--- src/rtl/gpio_irq_pkg.sv ---
// Shared definitions for the GPIO edge/interrupt block: register offsets,
// the read-select encoding and the offset decoder.
package gpio_irq_pkg;

    localparam logic [31:0] RISE_EN_OFF = 32'h000;
    localparam logic [31:0] FALL_EN_OFF = 32'h004;
    localparam logic [31:0] STATUS_OFF  = 32'h008;
    localparam logic [31:0] IRQ_EN_OFF  = 32'h00C;
    localparam logic [31:0] EVT_CNT_OFF = 32'h010;
    localparam logic [31:0] LEVEL_OFF   = 32'h014;

    typedef enum logic [2:0] {
        SEL_NONE,
        SEL_RISE_EN,
        SEL_FALL_EN,
        SEL_STATUS,
        SEL_IRQ_EN,
        SEL_EVT_CNT,
        SEL_LEVEL
    } reg_sel_e;

    // Map a decoded offset onto a register select; anything else is unmapped.
    function automatic reg_sel_e decode_sel(input logic [31:0] off);
        reg_sel_e sel;
        case (off)
            RISE_EN_OFF: sel = SEL_RISE_EN;
            FALL_EN_OFF: sel = SEL_FALL_EN;
            STATUS_OFF:  sel = SEL_STATUS;
            IRQ_EN_OFF:  sel = SEL_IRQ_EN;
            EVT_CNT_OFF: sel = SEL_EVT_CNT;
            LEVEL_OFF:   sel = SEL_LEVEL;
            default:     sel = SEL_NONE;
        endcase
        return sel;
    endfunction

endpackage

--- src/rtl/gpio_irq_if.sv ---
// Device bus seen by the GPIO interrupt block: single-cycle request with a
// registered response one cycle later.
interface gpio_irq_if #(
    parameter int AddrWidth = 32,
    parameter int DataWidth = 32
) ();
    logic                 req;
    logic [AddrWidth-1:0] addr;
    logic                 we;
    logic [3:0]           be;
    logic [DataWidth-1:0] wdata;
    logic                 rvalid;
    logic [DataWidth-1:0] rdata;

    modport master (output req, addr, we, be, wdata, input rvalid, rdata);
    modport slave  (input req, addr, we, be, wdata, output rvalid, rdata);
endinterface

--- src/rtl/gpio_edge_detect.sv ---
// Two-flop synchroniser for asynchronous inputs plus a history flop, giving
// the synchronised level and single-cycle rise/fall pulses per bit.
module gpio_edge_detect #(
    parameter int Width = 8
) (
    input  logic             clk_i,
    input  logic             rst_ni,
    input  logic [Width-1:0] d_i,
    output logic [Width-1:0] sync_o,
    output logic [Width-1:0] rise_o,
    output logic [Width-1:0] fall_o
);

    logic [Width-1:0] sync1_q, sync1_d;
    logic [Width-1:0] sync2_q, sync2_d;
    logic [Width-1:0] prev_q, prev_d;

    // Shift the pin through the synchroniser and into the history stage.
    always_comb begin
        sync1_d = d_i;
        sync2_d = sync1_q;
        prev_d  = sync2_q;
    end

    // Stage registers; reset clears history so a high pin at release is a rise.
    always_ff @(posedge clk_i or negedge rst_ni) begin
        if (!rst_ni) begin
            sync1_q <= '0;
            sync2_q <= '0;
            prev_q  <= '0;
        end else begin
            sync1_q <= sync1_d;
            sync2_q <= sync2_d;
            prev_q  <= prev_d;
        end
    end

    assign sync_o = sync2_q;
    assign rise_o = sync2_q & ~prev_q;
    assign fall_o = ~sync2_q & prev_q;

endmodule

--- src/rtl/gpio_irq.sv ---
// Edge-detect interrupt block for the GP inputs: per-bit rise/fall enables,
// W1C status, level interrupt and a saturating event counter on the device bus.
module gpio_irq
    import gpio_irq_pkg::*;
#(
    parameter int GpiWidth  = 8,
    parameter int AddrWidth = 32,
    parameter int DataWidth = 32,
    parameter int RegAddr   = 12,
    parameter int CntWidth  = 16
) (
    input  logic                clk_i,
    input  logic                rst_ni,
    gpio_irq_if.slave           bus,
    input  logic [GpiWidth-1:0] gp_i,
    output logic                irq_o
);

    logic [AddrWidth-1:0] addr;
    logic [GpiWidth-1:0]  level, rise, fall, evt;
    logic [GpiWidth-1:0]  be_mask, wdata_g, w1c_mask;
    logic                 wr_en, rd_en;
    reg_sel_e             sel;

    logic [GpiWidth-1:0]  rise_en_q, rise_en_d;
    logic [GpiWidth-1:0]  fall_en_q, fall_en_d;
    logic [GpiWidth-1:0]  irq_en_q, irq_en_d;
    logic [GpiWidth-1:0]  status_q, status_d;
    logic [CntWidth-1:0]  evt_cnt_q, evt_cnt_d;
    logic                 irq_q, irq_d;
    logic                 rvalid_q, rvalid_d;
    logic [DataWidth-1:0] rdata_q, rdata_d;

    // Only the low address bits are decoded; the rest are don't-care.
    logic unused_bus;
    assign unused_bus = ^{addr, bus.wdata, bus.be};

    gpio_edge_detect #(.Width(GpiWidth)) u_edge (
        .clk_i  (clk_i),
        .rst_ni (rst_ni),
        .d_i    (gp_i),
        .sync_o (level),
        .rise_o (rise),
        .fall_o (fall)
    );

    assign addr    = bus.addr;
    assign sel     = bus.req ? decode_sel(32'(addr[RegAddr-1:0])) : SEL_NONE;
    assign wr_en   = bus.req & bus.we;
    assign rd_en   = bus.req & ~bus.we;
    assign wdata_g = bus.wdata[GpiWidth-1:0];
    assign evt     = (rise & rise_en_q) | (fall & fall_en_q);

    // Each implemented bit follows the enable of the byte lane it lives in.
    for (genvar i = 0; i < GpiWidth; i++) begin : g_be_mask
        assign be_mask[i] = bus.be[i/8];
    end

    // Register next-state: byte-masked RW writes, W1C status where a fresh
    // event always wins over a clear, and a saturating counter.
    always_comb begin
        rise_en_d = rise_en_q;
        fall_en_d = fall_en_q;
        irq_en_d  = irq_en_q;
        w1c_mask  = '0;
        evt_cnt_d = evt_cnt_q;
        if (wr_en && sel == SEL_RISE_EN) rise_en_d = (rise_en_q & ~be_mask) | (wdata_g & be_mask);
        if (wr_en && sel == SEL_FALL_EN) fall_en_d = (fall_en_q & ~be_mask) | (wdata_g & be_mask);
        if (wr_en && sel == SEL_IRQ_EN)  irq_en_d  = (irq_en_q & ~be_mask) | (wdata_g & be_mask);
        if (wr_en && sel == SEL_STATUS)  w1c_mask  = wdata_g & be_mask;
        status_d = (status_q & ~w1c_mask) | evt;
        if (wr_en && sel == SEL_EVT_CNT) begin
            evt_cnt_d = CntWidth'(|evt);
        end else if (|evt && evt_cnt_q != '1) begin
            evt_cnt_d = evt_cnt_q + CntWidth'(1);
        end
        irq_d = |(status_d & irq_en_q);
    end

    // Read mux samples register values as they stand before this edge.
    always_comb begin
        rvalid_d = bus.req;
        rdata_d  = '0;
        if (rd_en) begin
            case (sel)
                SEL_RISE_EN: rdata_d[GpiWidth-1:0] = rise_en_q;
                SEL_FALL_EN: rdata_d[GpiWidth-1:0] = fall_en_q;
                SEL_STATUS:  rdata_d[GpiWidth-1:0] = status_q;
                SEL_IRQ_EN:  rdata_d[GpiWidth-1:0] = irq_en_q;
                SEL_EVT_CNT: rdata_d[CntWidth-1:0] = evt_cnt_q;
                SEL_LEVEL:   rdata_d[GpiWidth-1:0] = level;
                default:     rdata_d = '0;
            endcase
        end
    end

    // State and response registers; reset drops any in-flight request.
    always_ff @(posedge clk_i or negedge rst_ni) begin
        if (!rst_ni) begin
            rise_en_q <= '0;
            fall_en_q <= '0;
            irq_en_q  <= '0;
            status_q  <= '0;
            evt_cnt_q <= '0;
            irq_q     <= 1'b0;
            rvalid_q  <= 1'b0;
            rdata_q   <= '0;
        end else begin
            rise_en_q <= rise_en_d;
            fall_en_q <= fall_en_d;
            irq_en_q  <= irq_en_d;
            status_q  <= status_d;
            evt_cnt_q <= evt_cnt_d;
            irq_q     <= irq_d;
            rvalid_q  <= rvalid_d;
            rdata_q   <= rdata_d;
        end
    end

    assign irq_o      = irq_q;
    assign bus.rvalid = rvalid_q;
    assign bus.rdata  = rdata_q;

endmodule

--- src/flat_wrapper.sv ---
// flat-port wrapper written by rule: the top's interface ports become plain ports
module gpio_irq_flat import gpio_irq_pkg::*;
#(
    parameter int GpiWidth  = 8,
    parameter int AddrWidth = 32,
    parameter int DataWidth = 32,
    parameter int RegAddr   = 12,
    parameter int CntWidth  = 16
)
  (clk_i, rst_ni, gp_i, irq_o, bus_req, bus_addr, bus_we, bus_be, bus_wdata, bus_rvalid, bus_rdata);
  gpio_irq_if #(.AddrWidth(AddrWidth), .DataWidth(DataWidth)) bus_i ();
  input  logic clk_i;
  input  logic rst_ni;
  input  logic [GpiWidth-1:0] gp_i;
  output logic irq_o;
  input wire logic [$bits(bus_i.req)-1:0] bus_req;
  input wire logic [$bits(bus_i.addr)-1:0] bus_addr;
  input wire logic [$bits(bus_i.we)-1:0] bus_we;
  input wire logic [$bits(bus_i.be)-1:0] bus_be;
  input wire logic [$bits(bus_i.wdata)-1:0] bus_wdata;
  output wire logic [$bits(bus_i.rvalid)-1:0] bus_rvalid;
  output wire logic [$bits(bus_i.rdata)-1:0] bus_rdata;
  assign bus_i.req = bus_req;
  assign bus_i.addr = bus_addr;
  assign bus_i.we = bus_we;
  assign bus_i.be = bus_be;
  assign bus_i.wdata = bus_wdata;
  assign bus_rvalid = bus_i.rvalid;
  assign bus_rdata = bus_i.rdata;
  gpio_irq #(.GpiWidth(GpiWidth), .AddrWidth(AddrWidth), .DataWidth(DataWidth), .RegAddr(RegAddr), .CntWidth(CntWidth)) u_core (.clk_i(clk_i), .rst_ni(rst_ni), .bus(bus_i), .gp_i(gp_i), .irq_o(irq_o));
endmodule
--- config.mk ---
export PLATFORM = sky130hd
export DESIGN_NAME = gpio_irq_flat
export DESIGN_NICKNAME = d
export VERILOG_FILES = /design/src/rtl/gpio_irq_pkg.sv /design/src/rtl/gpio_irq_if.sv /design/src/rtl/gpio_edge_detect.sv /design/src/rtl/gpio_irq.sv /design/src/flat_wrapper.sv
export SDC_FILE = /design/constraint.sdc
export NUM_CORES = 1
export LEC_CHECK = 0
export BUFFER_PORTS_ARGS = -buffer_cell sky130_fd_sc_hd__buf_2
export CORE_ASPECT_RATIO = 0.75
export CORE_UTILIZATION = 35
export CTS_CLUSTER_DIAMETER = 150
export DETAILED_ROUTE_END_ITERATION = 8
export PLACE_DENSITY = 0.56
export SLEW_MARGIN = 15
export SYNTH_ARGS = -nofsm -noshare
export SYNTH_HDL_FRONTEND = slang
export SYNTH_HIERARCHICAL = 1
export SYNTH_SLANG_ARGS = --single-unit
--- constraint.sdc ---
create_clock -name clk_i -period 5.65 [get_ports clk_i]
set_input_delay 0.8475 -clock clk_i [delete_from_list [all_inputs] [get_ports clk_i]]
set_output_delay 0.8475 -clock clk_i [all_outputs]
set_load 0.02 [all_outputs]
# --- Word level (Yosys, flattened, before mapping) ---
# Index checks and enable logic that the tools add are counted.
totals:
  register_bits: 90
  in_bits: 80
  out_inout_bits: 34
  wordCells: 64
op_classes:
  add_sub_neg: 1
  n_eq_ne: 12
  mux: 8
  bitwise: 22
  reduce_logical: 10
op_table:
  columns: ["cell", "count"]
  rows:
  - ["$and 8x8->8", 10]
  - ["$mux 16", 3]
  - ["$pmux 8 s6", 1]
  - ["$or 8x8->8", 5]
  - ["$not 8->8", 4]
  - ["$eq 12x4->1 const B", 2]
  - ["$eq 12x5->1 const B", 2]
  - ["$pmux 3 s6", 1]
  - ["$add 16x1->16 const B", 1]
  - ["$mux 8", 2]
  - ["$ne 16x16->1 const B", 1]
  - ["$reduce_or 8->1", 2]
  - ["$eq 12x3->1 const B", 1]
  - ["$logic_not 12->1", 1]
  - ["$eq 3x3->1 const B", 3]
  - ["$eq 3x2->1 const B", 2]
  - ["$logic_and 1x1->1", 6]
  - ["$eq 3x1->1 const B", 1]
  - ["$mux 3", 1]
  - ["$and 1x1->1", 2]
  - ["$reduce_bool 2->1", 1]
  - ["$not 1->1", 1]

# --- Longest topological paths before layout ---
logic_depth:
  ltp_word: 11
  depth_mapped: 8
  ltp_nobuf: 6

# --- Cells and area by module ---
# The synthesis kept the hierarchy.
modules_own_cells:
  columns: ["module", "n_inst", "cells_per_inst", "area_each_um2", "seq_area_each_um2"]
  rows:
  - ["gpio_irq", 1, 338, 3534.6, 1651.6]
  - ["gpio_edge_detect", 1, 40, 740.7, 600.6]

# --- Least setup slack after synthesis ---
# No wires, ideal clock.
synth_timing:
  path_type: "input -> register"
  startpoint: "input bus_addr[3]"
  endpoint: "register u_core.evt_cnt_q[4]"
  setup_ns: 0.066
  arrival_time_ns: 2.206
  slack_ns: 3.378
  stages: 8
  path_buffers: 3
  path_cell_list: "clkbuf_2 -> nor2b_1 -> and4_1 -> buf_2 -> and3_4 -> buf_6 -> or4_1 -> nand2_1"
synth_via:
  elab_chain_len: 6
synth_lines:
  columns: ["item", "line_no", "source"]
  rows:
  - ["start: declaration", "flat_wrapper.sv:17", "input wire logic [$bits(bus_i.addr)-1:0] bus_addr;"]
  - ["$eq 12x5->1 (tied with other cells)", "gpio_irq_pkg.sv:25", "case (off)"]
  - ["$pmux 3 s6 *", "gpio_irq_pkg.sv:25", null]
  - ["$mux 3 *", "gpio_irq.sv:48", "assign sel = bus.req ? decode_sel(32'(addr[RegAddr-1:0])) : SEL_NONE;"]
  - ["$eq 3x3->1 *", "gpio_irq.sv:72", "if (wr_en && sel == SEL_EVT_CNT) begin"]
  - ["$logic_and 1x1->1 *", "gpio_irq.sv:72", null]
  - ["$mux 16 or $reduce_bool 2->1 (tied branches)", null, null]
  - ["end signal: assignment", "gpio_irq.sv:113", "evt_cnt_q <= evt_cnt_d;"]
  - ["end: declaration", "gpio_irq.sv:29", "logic [CntWidth-1:0] evt_cnt_q, evt_cnt_d;"]
# Every way passes the cells marked *; elsewhere a longest branch is shown, timed or not.
# A chain may end at the register's enable or synchronous reset.

# --- Worst setup path in the final report ---
layout_timing:
  startpoint: "input bus_addr[4]"
  endpoint: "register u_core.evt_cnt_q[13]"
# Same word-level chain as after synthesis.

==> out/metrics.yaml <==
powerDensity_nw_per_um2: 279
finalWirelength_um: 9940
rsz0062_at_grt: "no"
ir_drop_v: 0.000161
postCtsSetupBuffers: 0
async_reset_ff_share_pct: 100
endpoint_kind: "flop"
regToRegSetupSlack_ns: 3.44
hold_viol_final: 0
synthTopCellsByCount: "dfrtp_1, nand2_1, mux2_2"
dp_hpwl_um: 6890
track_usage_pct: 16.9
core-area_um2: 11700
fmax_ghz: 0.332
synth_top_area_share_pct: 52.7
p_total_w: 0.00138
regArea_um2: 2250
io_pins: 114
hp-class: "flop to flop"
multiInputGateArea_um2: 1880
synth_cell_types: 54
status: "finished, final reports clean"
min_period_ns: 3.01
yosysMostFrequentCell: "dfrtp_1"
clkTransAtPathRegs_ns: 0.07
cts_buffer_depth: 2
rr_endpoint: "u_core/evt_cnt_q[14]"
yosysTopAreaCell: "dfrtp_1"
portBuffers: 50
gp_congestion: 0.823
synth_area_um2: 4280
cts_root_buf: "clkbuf_16"
drive_above_1_share_pct: 30.1
num-nets-final: 511
cts-hold-fix-buffers: 0
wire_per_inst_um: 16.7
hp-start: "u_core/u_edge/sync1_q[5]"
syn_to_final_growth_pct: 15.9
clock-sinks: 90
fp-row-count: 34
setup_viol: 0
fillerInstances: 1148
drv_slew: 0
ys.flop_type: "dfrtp_1"
fin_skew_ns: 0.00765
start_util_pct: 36.4
worstHoldPathCells: 0
die_w_um: 130
grt_pass1_vias: 2906
min_to: "u_core/u_edge/sync_o[5]"
crit_required_ns: 5.87
relSlewSlack_pct: 28.7
worst_pin_slew_ns: 1.07
fin_crit_sh_pct: 53.4
cts_resized: 0
vias: 3079
path_max_fanout: 16
dr.pass1.iters: 4
worstSetupPathType: "primary input to flop"
drc: 0
insertion_delay_ns: 0.34
synthTopCellsByArea: "dfrtp_1, mux2_2, and2b_2"
synth.avg_cell_area_um2: 11.3
cts_made_buffers: 9
ys_seq_area_share_pct: 52.7
r2r_cells: 6
crit_start: "bus_addr[4]"
synth_edf_count: 0
htree_levels: 3
syn-instance-count: 378
cts_tree: "built"
die_area_um2: 12700
reg2reg_from: "u_core/u_edge/sync_o[6]"
cellLeakagePower_nw: 2.30
grt_max_degree: 69
yosysWarningCount: 6
cap_violations: 0
ant_nets: 0
arrival_ns: 3.24
grt_pass1_wl_um: 15900
die_y_um: 97.7
grt_overflow: 0
synth-seq-cells: 90
fin_tns_setup_ns: 0
antenna_found_initial: 0
num_antenna_cells: 0
start_kind: "primary input"
viasPerCell: 5.16
drtIter0Drc: 230
[cells by family after synthesis]
kind of cell	Yosys count	synth area share (%)
AO/OA/AOI/OAI	84	14.3
adder cells (fa/ha/maj)	1	0.293
buffers and inverters	32	4.65
flip-flops	90	52.7
multiplexers	33	8.55
other	1	0.0877
AND/OR/NAND/NOR	137	19.4
[worst max-delay path: stages]
cell and delay, ns:
buf_2 0.33, nor2b_1 0.90, nand3_1 0.74, o311ai_0 0.32, nand2_1 0.08
[area by class of cell]
cell class | count | area share [%]
well taps | 162 | 4.09
repair buffers | 53 | 5.55
flip-flops and latches | 90 | 45.4
clock inverters | 6 | 1.79
inverters | 5 | 0.379
multi-input cells | 271 | 37.9
clock buffers | 10 | 4.82
[worst max-delay path by stage]
stage,to,depth (start not counted)
3_5_place_dp,u_core/evt_cnt_q[13],5
2_1_floorplan,u_core/evt_cnt_q[4],8
4_1_cts,u_core/evt_cnt_q[7],5
3_3_place_gp,u_core/evt_cnt_q[7],5
5_1_grt,u_core/evt_cnt_q[7],5
6_report,u_core/evt_cnt_q[13],5
[where the power goes]
part	internal [W]	leakage [nW]	switching, W
clock network	0.000400	0.155	0.000248
logic	0.0000258	0.996	0.0000477
registers	0.000655	1.15	0.00000621
total	0.00108	2.30	0.000302
[per-stage QoR]
step,instance area (um2),hold WS [ns],setup slack [ns],utilization [%],std cells
3_5_place_dp,4630,0.337,2.31,39.4,581
3_3_place_gp,4630,0.333,2.34,39.4,581
6_report,4960,0.345,2.64,42.2,597
2_1_floorplan,4330,0.331,3.38,-,393
5_1_grt,4960,0.350,2.38,42.2,597
4_1_cts,4960,0.348,2.67,42.2,597
[layout by cell type (no fill, tap or decap), types with 3 or more instances in the layout]
master and n:
and4_1 3, o22ai_1 4, o21ai_0 12, a21o_1 5, nor2b_1 3, dfrtp_1 90, nor2_1 11, a22oi_1 17
conb_1 16, or2_2 3, and2_1 9, and3_1 3, a22o_1 14, mux2i_1 5, o211ai_1 7, a21oi_1 9
or4_1 7, nand2b_1 3, nand3_1 11, inv_1 5, nand2_1 36, nand4_1 11, mux2_2 28, and2b_2 16
clkbuf_16 9, buf_2 49, buf_4 4, nor3_1 5
[routing by layer]
metal	GRT usage (%)	share of wire [%]	wire, um	vias to the layer above
met5	0	0	0	-
met4	4.65	1.2	115	0
met3	5.73	6.8	677	10
met2	22.7	41	4050	92
met1	25.4	51	5100	1506
li1	-	-	-	1471
No activity file was read; power rests on OpenSTA's default activity.
